## config.mk

```make
export PLATFORM = sky130hd
export DESIGN_NAME = instr_encoder_loader
export DESIGN_NICKNAME = d
export VERILOG_FILES = /design/src/rtl/riscv_pkg.sv /design/src/rtl/sync_fifo.sv /design/src/rtl/instr_encoder_loader.sv
export SDC_FILE = /design/constraint.sdc
export NUM_CORES = 1
export LEC_CHECK = 0
export ABC_AREA = 1
export CORE_MARGIN = 5
export CORE_UTILIZATION = 50
export CTS_BUF_LIST = sky130_fd_sc_hd__clkbuf_16
export DETAILED_ROUTE_END_ITERATION = 16
export PLACE_DENSITY = 0.77
export SLEW_MARGIN = 20
export SYNTH_ARGS = -nofsm -noshare
export SYNTH_HDL_FRONTEND = slang
export SYNTH_SLANG_ARGS = --single-unit
export TNS_END_PERCENT = 50
```

## constraint.sdc

```tcl
create_clock -name clk -period 3.4 [get_ports clk]
set_input_delay 0.85 -clock clk [delete_from_list [all_inputs] [get_ports clk]]
set_output_delay 0.85 -clock clk [all_outputs]
set_load 0.005 [all_outputs]
```

## src/rtl/riscv_pkg.sv

```systemverilog
// rtl/riscv_pkg.sv - RV32I opcodes, descriptor classes and the descriptor-to-word encoder
package riscv_pkg;

  localparam logic [6:0] OP_LOAD   = 7'b0000011;
  localparam logic [6:0] OP_STORE  = 7'b0100011;
  localparam logic [6:0] OP_R_TYPE = 7'b0110011;
  localparam logic [6:0] OP_I_TYPE = 7'b0010011;
  localparam logic [6:0] OP_BRANCH = 7'b1100011;
  localparam logic [6:0] OP_JAL    = 7'b1101111;
  localparam logic [6:0] OP_LUI    = 7'b0110111;
  localparam logic [6:0] OP_AUIPC  = 7'b0010111;
  localparam logic [6:0] OP_JALR   = 7'b1100111;

  typedef enum logic [3:0] {
    CLS_LOAD   = 4'd0,
    CLS_STORE  = 4'd1,
    CLS_R_TYPE = 4'd2,
    CLS_I_TYPE = 4'd3,
    CLS_BRANCH = 4'd4,
    CLS_JAL    = 4'd5,
    CLS_LUI    = 4'd6,
    CLS_AUIPC  = 4'd7,
    CLS_JALR   = 4'd8
  } instr_class_e;

  // Illegal classes and odd branch/jump offsets cannot be represented; they are dropped.
  function automatic logic instr_legal(input logic [3:0] cls, input logic [31:0] imm);
    logic ok;
    ok = (cls <= 4'd8);
    if ((cls == CLS_BRANCH || cls == CLS_JAL) && imm[0]) ok = 1'b0;
    return ok;
  endfunction

  function automatic logic [31:0] encode_instr(
    input logic [3:0]  cls,
    input logic [4:0]  rd,
    input logic [4:0]  rs1,
    input logic [4:0]  rs2,
    input logic [2:0]  f3,
    input logic [6:0]  f7,
    input logic [31:0] imm
  );
    logic [31:0] w;
    w = 32'h0;
    case (cls)
      CLS_LOAD:   w = {imm[11:0], rs1, f3, rd, OP_LOAD};
      CLS_I_TYPE: w = (f3 == 3'b001 || f3 == 3'b101) ? {f7, imm[4:0], rs1, f3, rd, OP_I_TYPE}
                                                     : {imm[11:0], rs1, f3, rd, OP_I_TYPE};
      CLS_JALR:   w = {imm[11:0], rs1, 3'b000, rd, OP_JALR};
      CLS_STORE:  w = {imm[11:5], rs2, rs1, f3, imm[4:0], OP_STORE};
      CLS_R_TYPE: w = {f7, rs2, rs1, f3, rd, OP_R_TYPE};
      CLS_BRANCH: w = {imm[12], imm[10:5], rs2, rs1, f3, imm[4:1], imm[11], OP_BRANCH};
      CLS_JAL:    w = {imm[20], imm[10:1], imm[11], imm[19:12], rd, OP_JAL};
      CLS_LUI:    w = {imm[31:12], rd, OP_LUI};
      CLS_AUIPC:  w = {imm[31:12], rd, OP_AUIPC};
      default:    w = 32'h0;
    endcase
    return w;
  endfunction

endpackage

```

## src/rtl/sync_fifo.sv

```systemverilog
// rtl/sync_fifo.sv - single-clock FIFO with full/empty flags, power-of-two depth
module sync_fifo #(
  parameter int W     = 32,
  parameter int DEPTH = 2
) (
  input  logic         clk,
  input  logic         rst,
  input  logic         push,
  input  logic [W-1:0] wdata,
  input  logic         pop,
  output logic [W-1:0] rdata,
  output logic         full,
  output logic         empty
);

  localparam int AW = $clog2(DEPTH);

  logic [W-1:0] mem [DEPTH];
  logic [AW:0]  wptr, rptr;
  logic         do_push, do_pop;

  assign empty   = (wptr == rptr);
  assign full    = (wptr[AW] != rptr[AW]) && (wptr[AW-1:0] == rptr[AW-1:0]);
  assign do_pop  = pop && !empty;
  assign do_push = push && (!full || do_pop);
  assign rdata   = mem[rptr[AW-1:0]];

  always_ff @(posedge clk) begin
    if (do_push) mem[wptr[AW-1:0]] <= wdata;
  end

  always_ff @(posedge clk or posedge rst) begin
    if (rst) begin
      wptr <= '0;
      rptr <= '0;
    end else begin
      if (do_push) wptr <= wptr + 1'b1;
      if (do_pop)  rptr <= rptr + 1'b1;
    end
  end

endmodule

```

## src/rtl/instr_encoder_loader.sv

```systemverilog
// rtl/instr_encoder_loader.sv - encodes RV32I descriptors and streams the words into instruction memory
module instr_encoder_loader
  import riscv_pkg::*;
#(
  parameter int                ADDR_W     = 12,
  parameter logic [ADDR_W-1:0] BASE_ADDR  = '0,
  parameter int                FIFO_DEPTH = 2
) (
  input  logic              clk,
  input  logic              rst,
  input  logic              start,
  input  logic              in_valid,
  output logic              in_ready,
  input  logic [3:0]        in_class,
  input  logic [4:0]        in_rd,
  input  logic [4:0]        in_rs1,
  input  logic [4:0]        in_rs2,
  input  logic [2:0]        in_funct3,
  input  logic [6:0]        in_funct7,
  input  logic [31:0]       in_imm,
  output logic              mem_req,
  output logic [ADDR_W-1:0] mem_addr,
  output logic [31:0]       mem_wdata,
  input  logic              mem_ack,
  output logic [ADDR_W-1:0] word_count,
  output logic              busy,
  output logic              err
);

  typedef enum logic {S_IDLE, S_REQ} wr_state_e;

  wr_state_e   state;
  logic [31:0] enc_word, head;
  logic        legal, accept, push, pop, full, empty;
  logic        restart_pend;

  assign enc_word = encode_instr(in_class, in_rd, in_rs1, in_rs2, in_funct3, in_funct7, in_imm);
  assign legal    = instr_legal(in_class, in_imm);
  assign in_ready = !full;
  assign accept   = in_valid && in_ready;
  assign push     = accept && legal;
  assign pop      = !empty && ((state == S_IDLE) || (state == S_REQ && mem_ack));
  assign busy     = !empty || mem_req;

  sync_fifo #(.W(32), .DEPTH(FIFO_DEPTH)) u_fifo (
    .clk   (clk),
    .rst   (rst),
    .push  (push),
    .wdata (enc_word),
    .pop   (pop),
    .rdata (head),
    .full  (full),
    .empty (empty)
  );

  always_ff @(posedge clk or posedge rst) begin
    if (rst) begin
      state        <= S_IDLE;
      mem_req      <= 1'b0;
      mem_addr     <= BASE_ADDR;
      mem_wdata    <= 32'h0;
      word_count   <= '0;
      err          <= 1'b0;
      restart_pend <= 1'b0;
    end else begin
      err <= accept && !legal;
      case (state)
        S_IDLE: begin
          if (start) mem_addr <= BASE_ADDR;
          if (!empty) begin
            mem_wdata <= head;
            mem_req   <= 1'b1;
            state     <= S_REQ;
          end
        end
        S_REQ: begin
          if (mem_ack) begin
            // A start seen during this write redirects only the writes after it.
            mem_addr     <= (start || restart_pend) ? BASE_ADDR : mem_addr + ADDR_W'(4);
            restart_pend <= 1'b0;
            word_count   <= word_count + 1'b1;
            if (!empty) begin
              mem_wdata <= head;
            end else begin
              mem_req <= 1'b0;
              state   <= S_IDLE;
            end
          end else if (start) begin
            restart_pend <= 1'b1;
          end
        end
        default: state <= S_IDLE;
      endcase
      if (start) word_count <= '0;
    end
  end

endmodule

```

* Yosys cells after proc, flatten, opt, wreduce, memory -nomap -nowiden
Memory sizes are Yosys's and may differ from the RTL's.
Cells that the tools add are included.
** Storage, ports and cells
- Input bits :: 66
- Output and inout bits :: 60
- Register bits after elaboration :: 64
- Memories kept :: 1
- Logic and storage cells :: 82
- Memory bits (writable) :: 64
** Operators by class
- $add $sub $neg :: 4
- Eq/ne operators :: 17
- Magnitude comparators :: 1
- Reductions and logical operators :: 25
- Muxes and demuxes :: 24
- Bitwise logic cells :: 1
** Memory list
- u_fifo.mem :: depth 2, bits a word 32, rd ports 1, clocked after memory_dff 0, write ports 1, RTL line sync_fifo.sv:18 : logic [W-1:0] mem [DEPTH];
** Operators with widths (number)
- $pmux W32 S9 :: 1
- $mux W32 :: 3
- $mux W12 :: 6
- $pmux W32 S2 :: 1
- $pmux W12 S2 :: 1
- $eq A4 B3 Y1 const B :: 4
- $add A12 B1 Y12 const B :: 1
- $add A12 B3 Y12 const B :: 1
- $mux W1 :: 10
- $logic_and A1 B1 Y1 :: 9
- $eq A4 B2 Y1 const B :: 2
- $logic_or A1 B1 Y1 :: 6
- $ne A2 B2 Y1 const B :: 3
- $reduce_and A2 Y1 :: 3
- $add A2 B1 Y2 const B :: 2
- $eq A4 B1 Y1 const B :: 1
- $eq A4 B4 Y1 const B :: 1
- $le A4 B4 Y1 const B :: 1
- $logic_not A4 Y1 :: 1
- $pmux W1 S2 :: 2
- $reduce_bool A2 Y1 :: 2
- $eq A3 B1 Y1 const B :: 1
- $eq A3 B3 Y1 const B :: 1
- $logic_not A1 Y1 :: 3
- 6 further kinds :: 6

* Longest topological paths before layout
- Word-level depth :: 8
- Mapped depth :: 8
- Depth with buffers taken out :: 8

* By module
A second synthesis with hierarchy kept.
** Unflattened totals
- Cells, all modules :: 671
- Area, all modules :: 5885.6 sq um
** Modules (own cells, without submodules)
- instr_encoder_loader :: seq. area each 1451.4 sq um, instances 1, cells an instance 465, area each 3270.6 sq um
- sync_fifo :: seq. area each 2021.9 sq um, instances 1, cells an instance 206, area each 2615.0 sq um

* Worst setup path before layout
Ideal clock, no wire load.
- Kind :: input port to flip-flop
- Start point :: in in_class[1]
- End point :: mem u_fifo.mem[1][10] (enable)
- Required time :: 2.981 ns
- Buffers on the path :: 0
- Arrival time :: 2.830 ns
- Path slack :: 0.151 ns
- Stages :: 7
- Library setup time :: 0.419 ns
- Path through :: nor2_1 -> nand2_1 -> nand2_1 -> o21ai_2 -> nor2_1 -> inv_1 -> nor2_1
** Between the ends
- Cells in the longest elaborated chain, start to end :: 8
- Elaborated cells on any way between the ends :: 10
- Classes of those cells :: 1 x order compare; 2 x eq/ne; 3 x mux; 4 x reduce/logical
** Ends and longest elaborated chain
- from (decl) :: RTL line instr_encoder_loader.sv:14 : input logic [3:0] in_class,
- parallel branches: the longest is 3 deep, another holds $le A4 B4 Y1
- $mux W1 * :: RTL line riscv_pkg.sv:30 : if ((cls == CLS_BRANCH || cls == CLS_JAL) && imm[0]) ok = 1'b0;
- $logic_and A1 B1 Y1 * :: RTL line instr_encoder_loader.sv:41 : assign push = accept && legal;
- $logic_and A1 B1 Y1 * :: RTL line sync_fifo.sv:25 : assign do_push = push && (!full || do_pop);
- $mux W1 * :: RTL line sync_fifo.sv:29 : if (do_push) mem[wptr[AW-1:0]] <= wdata;
- $mux W1 (not written as such) * :: RTL line sync_fifo.sv:29
- to (decl) :: RTL line sync_fifo.sv:18
Every way passes the cells marked *.

* Final worst setup path
- Start point :: reg u_fifo.wptr[0]
- End point :: out busy
** Between the ends
- Cells in the longest elaborated chain, start to end :: 3
** Ends and longest elaborated chain
- from (decl) :: RTL line sync_fifo.sv:19 : logic [AW:0] wptr, rptr;
- from (signal assigned) :: RTL line sync_fifo.sv:37 : if (do_push) wptr <= wptr + 1'b1;
- $eq A2 B2 Y1 :: RTL line sync_fifo.sv:22 : assign empty = (wptr == rptr);
- $logic_not A1 Y1 :: RTL line instr_encoder_loader.sv:43 : assign busy = !empty || mem_req;
- $logic_or A1 B1 Y1 :: RTL line instr_encoder_loader.sv:43
- to (decl) :: RTL line instr_encoder_loader.sv:26 : output logic busy,
No other way between the ends.

==> flow_summary.ini <==
[setup_path]
endpoint_kind = output port
worstPathMaxFanout = 4
crit_type = reg -> out
r2r_cells = 6
rr_endpoint = mem_wdata[20]$_DFFE_PP0P_
crit_arrival_ns = 1.84
startpoint_type = flop
regToRegStartpoint = u_fifo.rptr[0]$_DFFE_PP0P_
r2r_slack_ns = 1.43
cp.required_ns = 2.55

[clock_network]
worstSkewPairLatency_ns = 0.41
cts_tree = done
cts_buffers = 17
post_cts_resized = 0
clock_path_buffers = 2
cts_hold_buf = 0
htree_num_levels = 4
clockRootBuffer = clkbuf_16
clock_sinks = 123
clkSlewWorstSetupHoldPaths_ns = 0.06
postCtsSetupBuffers = 0

[layout]
layout.nets = 864
instances_no_fill = 949
layout-drive-gt1-share_pct = 5.686
area_growth_pct = 34.82
diodes = 0
post-route-util_pct = 69.39

[timing]
max_slew_margin_pct = 32.32
setup_tns_ns = 0
report.final.slew_viol_count = 0
rsz0062_at_grt = false
worst_pin_slew_ns = 1.014
fin_crit_sh_pct = 79.12
fmaxAchievable_mhz = 371.7
finalSetupViolations = 0
period_minus_slack_ns = 2.690
hold_violations = 0
clock_skew_ns = 0.008405

[global_route]
gr-total-overflow = 0
grt_max_degree = 37
grt_antenna_before_repair = 0
grt_pass1_vias = 4762
track_usage_pct = 21.02
grt_pass1_wl_um = 22140

[routing]
drt_wl_total_um = 13300
detail_route.drc_violations = 0
vias = 4768
vias_per_cell = 5.024
ant_nets = 0
drt_iter0_drc = 427
drt-pass1-iter-count = 5
wl_per_cell_um = 14.01

[die]
start_util_pct = 51.47
coreArea_um2 = 10980
row_count = 38
die_height_um = 116.3
die-width_um = 116.3
dieArea_um2 = 13530
pin_count = 126

[synth]
synth.distinct_cells = 34
syn_avg_cell_area_um2 = 8.513
syn_inst = 664
synth_top_cell_area_share_pct = 32.93
ys_top_cells_by_count = 325 x nand2_1, 62 x edfxtp_1, 61 x dfrtp_1, 59 x inv_1, 34 x nor2_1
ys_warn_count = 0
synth_enable_flop_cells = 62
yosysSeqAreaShare_pct = 59.94
synth.most_common_cell = nand2_1
synthArstFlopShare_pct = 49.59
ys_seq_elements = 123
netlist_area_um2 = 5653
synth.area.top_cells = edfxtp_1 33%, dfrtp_1 27%, nand2_1 22%
synth_top_cell_by_area = edfxtp_1
synthFlopType = edfxtp_1

[min_path]
min_to = mem_wdata[21]$_DFFE_PP0P_
min_path_cells = 2
hp-class = reg -> reg
worstHoldStart = mem_wdata[21]$_DFFE_PP0P_

[place]
dp_cells = 917
port_buffers = 123
dp_hpwl_um = 9657
gp_congestion = 0.9070

[power_and_ir_drop]
power_frac_seq_pct = 38.1
p_leak_nw = 3.588
switching_share_pct = 31.65
ir_drop_uv = 410.6
combPwrFrac_pct = 31.1
p_int_w = 0.003868
p_switching_w = 0.001790
p_per_area_nw_per_um2 = 742.4
power_frac_clock_pct = 30.8

[status]
outcome = complete, no violations

[flow_run]
cap_violations = 0
-- power by group through the flow --
stage          logic (W)  clock network, W  registers [W]
2_1_floorplan   0.000966                 0        0.00215
4_1_cts          0.00179           0.00177        0.00215
3_5_place_dp     0.00175                 0        0.00217
3_3_place_gp     0.00172                 0        0.00216
5_1_grt          0.00199           0.00183        0.00219
6_report         0.00176           0.00174        0.00215
-- sequential cells by signal, indices dropped and copies added, names as in the netlist --
register / cells
restart_pend: 1
word_count: 12
mem_addr: 10
state: 1
u_fifo.rptr: 2
err: 1
u_fifo.mem: 62
mem_wdata: 31
mem_req: 1
u_fifo.wptr: 2
-- stage by stage --
stage / power [W] / hold slack, ns / cell area, µm² / setup WS [ns]
after CTS: 0.005705 / 0.4807 / 7621 / 0.7084
after global placement: 0.003876 / 0.4631 / 7038 / 0.5047
after floorplan: 0.003119 / 0.4724 / 5657 / 0.1511
after detailed placement: 0.003929 / 0.4683 / 7038 / 0.3640
after global routing: 0.006019 / 0.5073 / 7621 / 0.5913
final: 0.005658 / 0.4791 / 7621 / 0.7098
-- cell type report --
| cell class | count | area, µm² |
|---|---|---|
| Clock inverter | 13 | 107.6 |
| Tap cell | 140 | 175.2 |
| Sequential cell | 123 | 3388 |
| Timing Repair Buffer | 132 | 1311 |
| Fill cell | 841 | 3362 |
| Clock buffer | 19 | 475.5 |
| Multi-Input combinational cell | 460 | 1931 |
| Inverter | 62 | 232.7 |
-- worst max-delay path by stage --
stage | from | endpoint | slack [ns]
global placement | in_class[1] | u_fifo.mem[1][22]$_DFFE_PP_ | 0.50
CTS | u_fifo.wptr[0]$_DFFE_PP0P_ | busy | 0.71
floorplan | in_class[1] | u_fifo.mem[1][10]$_DFFE_PP_ | 0.15
global route | u_fifo.wptr[0]$_DFFE_PP0P_ | busy | 0.59
finish | u_fifo.wptr[0]$_DFFE_PP0P_ | busy | 0.71
detailed placement | in_class[0] | u_fifo.mem[1][16]$_DFFE_PP_ | 0.36
-- cells by family after synthesis --
family / after synthesis / synth area share (%)
simple gates: 408 / 28.64
flops: 123 / 59.94
buf+inv: 82 / 6.020
compound gates: 44 / 4.272
xor+xnor: 4 / 0.6199
fa+ha+maj: 2 / 0.4426
other cells: 1 / 0.06634
-- worst max-delay path, cell delays in order (launching register included) --
cell and delay [ns]:
dfrtp_1 0.44, xnor2_1 0.23, nand2_1 0.14, inv_1 0.11, nand2_1 0.08, clkdlybuf4s50_1 0.45
-- cells in the final DEF, fill, tap and decap left out, types with 2 or more instances in the layout --
cell             instances
a21oi_1                  9
inv_1                   62
o211ai_1                 2
dfrtp_1                 61
buf_4                    8
nor2_2                   2
nand3_1                 31
clkinv_1                 5
ha_1                     2
bufinv_16                2
inv_2                    4
nor2_1                  33
conb_1                   2
or2_1                    2
nand2_2                  3
xnor2_1                  2
clkbuf_16               19
edfxtp_1                62
o21ai_0                 27
nor3_1                   5
xor2_1                   2
nand4_1                  3
nand2_1                325
clkdlybuf4s50_1        123
-- per-layer routing --
| metal | track usage [%] | wire [µm] | share of wire [%] |
|---|---|---|---|
| met2 | 34.40 | 6392 | 48 |
| met4 | 8.275 | 304 | 2.3 |
| met3 | 6.580 | 1094 | 8.2 |
| met1 | 26.13 | 5505 | 41 |
| met5 | 0 | 0 | 0 |
(Power assumes the default switching activity.)
